`src/rtl/pim_readout_ctrl_if.sv`:
```
// Readout bus of the PIM array sequencer.
// Groups the array-side strobes (rd_en/rd_addr, shift_adder clear/enable), the relu result
// input and the downstream valid/ready output stream.
//   master: the sequencer (drives strobes and the output stream, reads relu_in/o_ready)
//   slave : the datapath/downstream side (drives relu_in and o_ready)
interface pim_readout_ctrl_if #(
  parameter int unsigned CHANNEL = 10,
  parameter int unsigned OUT_W   = 4,
  parameter int unsigned ADDR_W  = 10,
  parameter int unsigned CNT_W   = 8
) ();
  logic                     rd_en;
  logic [ADDR_W-1:0]        rd_addr;
  logic                     sa_clr;
  logic                     sa_en;
  logic [CHANNEL*OUT_W-1:0] relu_in;
  logic                     o_valid;
  logic                     o_ready;
  logic [CHANNEL*OUT_W-1:0] o_data;
  logic [CNT_W-1:0]         o_win_idx;

  modport master (
    output rd_en, rd_addr, sa_clr, sa_en, o_valid, o_data, o_win_idx,
    input  relu_in, o_ready
  );

  modport slave (
    input  rd_en, rd_addr, sa_clr, sa_en, o_valid, o_data, o_win_idx,
    output relu_in, o_ready
  );
endinterface

```
`src/rtl/pim_readout_ctrl.sv`:
```
// Sequencer for the PIM array readout datapath (shift_adder pair -> substract -> relu).
// Per window: clear the shift_adders, stream KERNAL*KERNAL array rows through them, let the
// adders settle for one cycle, then capture all CHANNEL relu results into one word that is
// held on a valid/ready handshake. Runs num_windows windows per start.
// Ports:
//   clk         clock, posedge
//   rst         synchronous active-low reset
//   start       begin a run (only sampled while idle)
//   abort       cancel the current run, back to idle without a done pulse
//   num_windows windows per run, latched when start is accepted
//   busy        high in every state except idle
//   done        one-cycle pulse on normal run completion
//   bus         readout bus (master side): array strobes, relu input, output stream
module pim_readout_ctrl #(
  parameter int unsigned CHANNEL = 10,
  parameter int unsigned KERNAL  = 3,
  parameter int unsigned OUT_W   = 4,
  parameter int unsigned ADDR_W  = 10,
  parameter int unsigned CNT_W   = 8
) (
  input  logic             clk,
  input  logic             rst,
  input  logic             start,
  input  logic             abort,
  input  logic [CNT_W-1:0] num_windows,
  output logic             busy,
  output logic             done,
  pim_readout_ctrl_if.master bus
);

  localparam int unsigned Win   = KERNAL * KERNAL;
  localparam int unsigned BeatW = (Win > 1) ? $clog2(Win) : 1;
  localparam logic [BeatW-1:0] LastBeat = BeatW'(Win - 1);

  typedef enum logic [2:0] {
    StIdle,
    StClear,
    StAccum,
    StCapture,
    StHold,
    StDone
  } state_e;

  state_e                   state_q;
  logic [ADDR_W-1:0]        rd_addr_q;
  logic [CNT_W-1:0]         win_q;
  logic [CNT_W-1:0]         num_q;
  logic [BeatW-1:0]         beat_q;
  logic                     o_valid_q;
  logic [CHANNEL*OUT_W-1:0] o_data_q;
  logic [CNT_W-1:0]         o_win_idx_q;
  logic [CNT_W-1:0]         win_inc;

  assign win_inc = win_q + 1'b1;

  always_ff @(posedge clk) begin
    if (!rst) begin
      state_q     <= StIdle;
      rd_addr_q   <= '0;
      win_q       <= '0;
      num_q       <= '0;
      beat_q      <= '0;
      o_valid_q   <= 1'b0;
      o_data_q    <= '0;
      o_win_idx_q <= '0;
    end else if (abort && (state_q != StIdle)) begin
      // o_data keeps its last value; only the handshake is withdrawn.
      state_q   <= StIdle;
      o_valid_q <= 1'b0;
    end else begin
      unique case (state_q)
        StIdle: begin
          if (start && !abort) begin
            num_q     <= num_windows;
            rd_addr_q <= '0;
            win_q     <= '0;
            state_q   <= (num_windows == '0) ? StDone : StClear;
          end
        end
        StClear: begin
          beat_q  <= '0;
          state_q <= StAccum;
        end
        StAccum: begin
          // Row address runs on across windows and wraps naturally at 2^ADDR_W.
          rd_addr_q <= rd_addr_q + 1'b1;
          beat_q    <= beat_q + 1'b1;
          if (beat_q == LastBeat) begin
            state_q <= StCapture;
          end
        end
        StCapture: begin
          o_data_q    <= bus.relu_in;
          o_win_idx_q <= win_q;
          o_valid_q   <= 1'b1;
          state_q     <= StHold;
        end
        StHold: begin
          if (bus.o_ready) begin
            o_valid_q <= 1'b0;
            win_q     <= win_inc;
            state_q   <= (win_inc == num_q) ? StDone : StClear;
          end
        end
        StDone: begin
          state_q <= StIdle;
        end
        default: begin
          state_q <= StIdle;
        end
      endcase
    end
  end

  assign busy          = (state_q != StIdle);
  assign done          = (state_q == StDone);
  assign bus.sa_clr    = (state_q == StClear);
  assign bus.rd_en     = (state_q == StAccum);
  assign bus.sa_en     = (state_q == StAccum);
  assign bus.rd_addr   = rd_addr_q;
  assign bus.o_valid   = o_valid_q;
  assign bus.o_data    = o_data_q;
  assign bus.o_win_idx = o_win_idx_q;

endmodule

```
`src/flat_wrapper.sv`:
```
// flat-port wrapper written by rule: the top's interface ports become plain ports
module pim_readout_ctrl_flat 
#(
  parameter int unsigned CHANNEL = 10,
  parameter int unsigned KERNAL  = 3,
  parameter int unsigned OUT_W   = 4,
  parameter int unsigned ADDR_W  = 10,
  parameter int unsigned CNT_W   = 8
)
  (clk, rst, start, abort, num_windows, busy, done, bus_rd_en, bus_rd_addr, bus_sa_clr, bus_sa_en, bus_o_valid, bus_o_data, bus_o_win_idx, bus_relu_in, bus_o_ready);
  pim_readout_ctrl_if #(.CHANNEL(CHANNEL), .OUT_W(OUT_W), .ADDR_W(ADDR_W), .CNT_W(CNT_W)) bus_i ();
  input  logic clk;
  input  logic rst;
  input  logic start;
  input  logic abort;
  input  logic [CNT_W-1:0] num_windows;
  output logic busy;
  output logic done;
  output wire logic [$bits(bus_i.rd_en)-1:0] bus_rd_en;
  output wire logic [$bits(bus_i.rd_addr)-1:0] bus_rd_addr;
  output wire logic [$bits(bus_i.sa_clr)-1:0] bus_sa_clr;
  output wire logic [$bits(bus_i.sa_en)-1:0] bus_sa_en;
  output wire logic [$bits(bus_i.o_valid)-1:0] bus_o_valid;
  output wire logic [$bits(bus_i.o_data)-1:0] bus_o_data;
  output wire logic [$bits(bus_i.o_win_idx)-1:0] bus_o_win_idx;
  input wire logic [$bits(bus_i.relu_in)-1:0] bus_relu_in;
  input wire logic [$bits(bus_i.o_ready)-1:0] bus_o_ready;
  assign bus_rd_en = bus_i.rd_en;
  assign bus_rd_addr = bus_i.rd_addr;
  assign bus_sa_clr = bus_i.sa_clr;
  assign bus_sa_en = bus_i.sa_en;
  assign bus_o_valid = bus_i.o_valid;
  assign bus_o_data = bus_i.o_data;
  assign bus_o_win_idx = bus_i.o_win_idx;
  assign bus_i.relu_in = bus_relu_in;
  assign bus_i.o_ready = bus_o_ready;
  pim_readout_ctrl #(.CHANNEL(CHANNEL), .KERNAL(KERNAL), .OUT_W(OUT_W), .ADDR_W(ADDR_W), .CNT_W(CNT_W)) u_core (.clk(clk), .rst(rst), .start(start), .abort(abort), .num_windows(num_windows), .busy(busy), .done(done), .bus(bus_i));
endmodule
```
`config.mk`:
```
export PLATFORM = sky130hd
export DESIGN_NAME = pim_readout_ctrl_flat
export DESIGN_NICKNAME = d
export VERILOG_FILES = /design/src/rtl/pim_readout_ctrl_if.sv /design/src/rtl/pim_readout_ctrl.sv /design/src/flat_wrapper.sv
export SDC_FILE = /design/constraint.sdc
export NUM_CORES = 1
export LEC_CHECK = 0
export ABC_AREA = 1
export CAP_MARGIN = 30
export CORE_ASPECT_RATIO = 0.6
export CORE_MARGIN = 3
export CORE_UTILIZATION = 48
export CTS_BUF_LIST = sky130_fd_sc_hd__clkbuf_2 sky130_fd_sc_hd__clkbuf_4 sky130_fd_sc_hd__clkbuf_8
export DETAILED_ROUTE_END_ITERATION = 10
export PLACE_DENSITY = 0.88
export SLEW_MARGIN = 20
export SYNTH_ARGS = -nofsm -noshare
export SYNTH_HDL_FRONTEND = slang
export SYNTH_SLANG_ARGS = --single-unit
```
`constraint.sdc`:
```
create_clock -name clk -period 2.25 [get_ports clk]
set_clock_uncertainty 0.1 [all_clocks]
set_input_delay 0.3375 -clock clk [delete_from_list [all_inputs] [get_ports clk]]
set_output_delay 0.3375 -clock clk [all_outputs]
set_load 0.02 [all_outputs]
```
---- Yosys cells after proc, flatten, opt, wreduce, memory -nomap -nowiden ----
Index checks and enable logic that the tools add are counted.
word-level totals
  input bits .............................. 53
  output and inout bits ................... 64
  flip-flop bits (word level) ............. 82
  logic and storage cells ................. 55
cells by class
  equality and inequality tests ........... 10
  add/sub/neg operators ................... 3
  bitwise logic cells ..................... 2
  multiplexer cells ....................... 14
  reduce and logical (&&, ||, !) cells .... 18
operator list
  cell                   number
  $pmux 10 s2            1
  $mux 8                 2
  $pmux 8 s2             1
  $mux 3                 5
  $pmux 3 s5             1
  $add 10x1->10 const B  1
  $mux 10                1
  $reduce_and 3->1       3
  $add 8x1->8 const B    1
  $eq 8x8->1             1
  $logic_not 8->1        1
  $pmux 4 s2             1
  $reduce_bool 2->1      4
  $eq 3x2->1 const B     2
  $eq 3x3->1 const B     2
  $reduce_and 2->1       3
  $add 4x1->4 const B    1
  $eq 4x4->1 const B     1
  $ne 2x1->1 const B     2
  $reduce_and 4->1       1
  $eq 3x1->1 const B     1
  $logic_not 3->1        1
  $reduce_bool 3->1      1
  $logic_and 1x1->1      2
  6 further kinds        7

---- Depth between registers and ports, before layout ----
  word-level depth ........................ 5
  gate-level depth with buffers ........... 13
  depth with buffers taken out ............ 13

---- Least setup slack after synthesis ----
OpenSTA, ideal clock, no wires.
  path type ............................... reg-to-reg
  from .................................... register u_core.rd_addr_q[0] (netlist: u_core.bus.rd_addr[0])
  to ...................................... register u_core.rd_addr_q[8] (netlist: u_core.bus.rd_addr[8])
  required time ........................... 2.076 ns
  arrival time ............................ 1.479 ns
  path buffers ............................ 0
  clock period less this slack ............ 1.653 ns
  library setup time ...................... 0.074 ns
  cell stages (with the launch flop) ...... 8
  setup slack ............................. 0.597 ns
  cell sequence ........................... dfxtp_1 > ha_1 > inv_1 > nor4_1 > nand3_1 > o21ai_1 > nand2_1 > a31oi_1
between the ends
  longest elaborated chain between the ends .. 2
ends and longest elaborated chain
  what                    RTL line                text
  from (decl)             pim_readout_ctrl.sv:45  logic [ADDR_W-1:0] rd_addr_q;
  from (signal assigned)  pim_readout_ctrl.sv:86  rd_addr_q <= rd_addr_q + 1'b1;
  $add 10x1->10           pim_readout_ctrl.sv:86
  $pmux 10 s2             pim_readout_ctrl.sv:71  unique case (state_q)
Every way passes these cells.
A chain may end at the register's enable or synchronous reset.

---- Worst setup path in the final report ----
  from .................................... register u_core.state_q[1]
  to ...................................... output bus_sa_en
between the ends
  longest elaborated chain between the ends .. 1
ends and longest elaborated chain
  what                    RTL line                 text
  from (decl)             pim_readout_ctrl.sv:44   state_e state_q;
  from (signal assigned)  pim_readout_ctrl.sv:58   state_q <= StIdle;
  from (signal assigned)  pim_readout_ctrl.sv:68   state_q <= StIdle;
  from (signal assigned)  pim_readout_ctrl.sv:77   state_q <= (num_windows == '0) ? StDone : StClear;
  $eq 3x2->1              pim_readout_ctrl.sv:119  assign bus.sa_en = (state_q == StAccum);
  to (decl)               flat_wrapper.sv:22       output wire logic [$bits(bus_i.sa_en)-1:0] bus_sa_en;
Every way passes these cells.

==> reports/qor.yml <==
route:
  drc: 0
  routed-wl-met3_um: 742
  wl_met1_um: 4352
  met2WireLength_um: 4222
  drtPass1Iterations: 5
  top_layer_used: "met4"
  drtAntennaViolNets: 0
  wl_per_cell_um: 13.40
  wl_um: 9408
  dr_total_vias: 3538
  routed_via_density: 5.040
  drt_iter0_drc: 210
synth:
  avgSynthCellArea_sq_um: 7.414
  ys_types: 32
  synth_edf_count: 0
  yosysTopAreaCellShare_pct: 45.75
  synth_ff_type: "dfxtp_1"
  ys_seq_area_share_pct: 45.75
  syn_nets: 541
  synth_top_area_cell: "dfxtp_1"
  synth_cells: 484
  ys_seq_elements: 82
  ys_warn_count: 0
  ys_top_cells_by_area: "dfxtp_1, nor2_1, o21ai_1, nand2_1, inv_1"
  synth_async_sr_flop_share_pct: 0
  syn_area_sq_mm: 0.003588
setup_path:
  critPathRequiredTime_ns: 1.81
  cp-start-kind: "register"
  crit_arrival_ns: 1.72
  crit_path_end_kind: "primary output"
  worst-setup-path-type: "register to primary output"
  reg2reg_to: "u_core.state_q[2]"
  r2r_slack_ns: 0.39
  reg2regPathDepth: 11
  crit_fanout: 6
  r2r-start: "u_core.win_q[0]"
placed_design:
  port_buffers: 116
  hpwl_um: 6916
  place_worst_setup_slack_ns: 0.1632
  placed_cell_area_sq_mm: 0.004781
  gp_congestion: 0.8927
sta:
  finalCriticalPeriod_ns: 2.158
  hold_viol: 0
  setup_viol_count_final: 0
  relSlewSlack_pct: 64.35
  timing.final.crit_share_pct: 95.90
  setup_tns_ns: 0
  worst-slew-pin-transition_ns: 0.5347
  slew_violations: 0
  worst_slack_ns: 0.09232
  rsz0062_at_grt: "false"
  fmax_ghz: 0.4635
grt:
  track_usage_pct: 22.25
  antenna_found_initial: 0
  grt_pass1_wl_um: 15600
  grt_pass1_vias: 3285
  grt_max_degree: 62
  grt_overflow: 0
power:
  cellLeakagePower_nw: 2.050
  vdd_drop_max_mv: 0.3940
  switching_share_pct: 26.79
  netSwitchingPower_w: 0.0009165
  pwr-share-comb_pct: 19.1
  pwr-share-clk_pct: 35.2
  power_density_mw_per_mm2: 680.1
  pwr-share-seq_pct: 45.7
  p_int_w: 0.002505
clock_tree:
  hold_buffers: 0
  cts_htree_levels: 3
  ctsRootBufferMaster: "clkbuf_8"
  clockBufferDepth: 2
  clk_pin_slew_ns: 0.08
  numCtsBuffers: 9
  clk_latency_ns: 0.35
  cts_tree: "built"
  cts.sinks: 82
finish:
  nFillCells: 554
  areaGrowthSynthToFinish_pct: 40.20
  nets: 655
  final_cell_mix: "clkdlybuf4s50_1, nor2_1, dfxtp_1"
  diodes: 0
  drive_gt1_share_pct: 8.970
  final_common_cell: "clkdlybuf4s50_1"
  stdcell_area_sq_mm: 0.005031
  fin_util_pct: 72.24
run_status:
  status: "finished clean"
flow_run:
  max_cap_violations: 0
die:
  start_util_pct: 51.53
  die_w_um: 117.6
  ios: 117
  rows: 23
  fp.dieH_um: 72.98
  coreArea_sq_mm: 0.006964
  fp.dieArea_sq_mm: 0.008584
worst_hold_path:
  worstHoldPathType: "input pin to register"
  hold-path-endpoint: "u_core.win_q[7]"
  min_delay_path_depth: 3
  hold_path_startpoint: "rst"
==> layer usage <==
metal,vias up,global-route usage [%]
li1,1794,-
met1,1601,28.40
met2,136,36.32
met3,7,7.359
met4,0,7.013
met5,-,0
==> cell usage after synthesis, types with 3 or more instances <==
| cell type | instances |
|---|---|
| inv_2 | 8 |
| nor3_1 | 4 |
| a31oi_1 | 3 |
| nand3_1 | 27 |
| ha_1 | 4 |
| nor3_2 | 3 |
| nor2_2 | 4 |
| clkbuf_1 | 7 |
| a21oi_1 | 30 |
| a21oi_2 | 4 |
| o21ai_1 | 47 |
| nor4_1 | 4 |
| nand2_1 | 62 |
| inv_1 | 42 |
| buf_2 | 5 |
| nand4_1 | 3 |
| nor2_1 | 103 |
| dfxtp_1 | 82 |
| o21ai_0 | 19 |
| buf_6 | 6 |
==> flip-flops by register name (all words and copies together), names as in the netlist <==
name,cells
u_core.beat_q,4
u_core.bus.o_data,40
u_core.bus.o_valid,1
u_core.bus.o_win_idx,8
u_core.bus.rd_addr,10
u_core.num_q,8
u_core.state_q,3
u_core.win_q,8
==> worst max path at each step <==
stage | from | endpoint | slack (ns) | depth (start not counted)
after floorplan | u_core.bus.rd_addr[0] | u_core.bus.rd_addr[8] | 0.60 | 7
after global placement | start | u_core.win_q[0] | 0.27 | 10
after detailed placement | start | u_core.win_q[0] | 0.16 | 10
after CTS | u_core.state_q[0] | bus_sa_clr | 0.04 | 3
after global routing | u_core.state_q[1] | bus_rd_en | 0.03 | 4
final | u_core.state_q[1] | bus_sa_en | 0.09 | 4
==> cell type report <==
class / count / area, sq um / share of cell area [%]
Clock inverter: 2 / 60.06 / 1.194
Inverter: 53 / 205.2 / 4.079
Sequential cell: 82 / 1643 / 32.65
Tap cell: 100 / 125.1 / 2.487
Timing Repair Buffer: 122 / 1216 / 24.17
Clock buffer: 13 / 166.4 / 3.308
Multi-Input combinational cell: 330 / 1615 / 32.11
==> worst max-delay path, stage by stage (launching register included) <==
cell	delay (ns)
dfxtp_1	0.35
inv_1	0.11
nor3_4	0.16
buf_12	0.15
clkdlybuf4s50_1	0.61
==> cell families after synthesis <==
group,Yosys count,synth area share (%)
XOR/XNOR,3,0.7324
adder cells (fa/ha/maj),4,1.395
AND/OR/NAND/NOR,220,28.00
AO/OA/AOI/OAI,103,14.89
flip-flops,82,45.75
buffers and inverters,72,9.240
==> power groups by stage <==
stage               Combinational (W)  Clock (W)  Sequential [W]
finish                       0.000653    0.00120         0.00156
global route                 0.000704    0.00128         0.00157
CTS                          0.000648    0.00123         0.00156
detailed placement           0.000627          0         0.00160
global placement             0.000618          0         0.00159
floorplan                    0.000329          0         0.00163
==> what timing repair did <==
action,4_1_cts,5_1_grt
endpoints found under the setup margin,2,1
resized for setup,0,2
setup buffers,1,0
cloned,0,0
==> through the flow <==
stage               power, W  cells  hold WS (ns)
floorplan           0.001958    484        0.3437
finish              0.003421    702        0.3457
CTS                 0.003439    702        0.3274
global placement    0.002212    686        0.3536
global route        0.003555    702        0.3519
detailed placement  0.002224    686        0.3661
No activity file was read; power rests on OpenSTA's default activity.
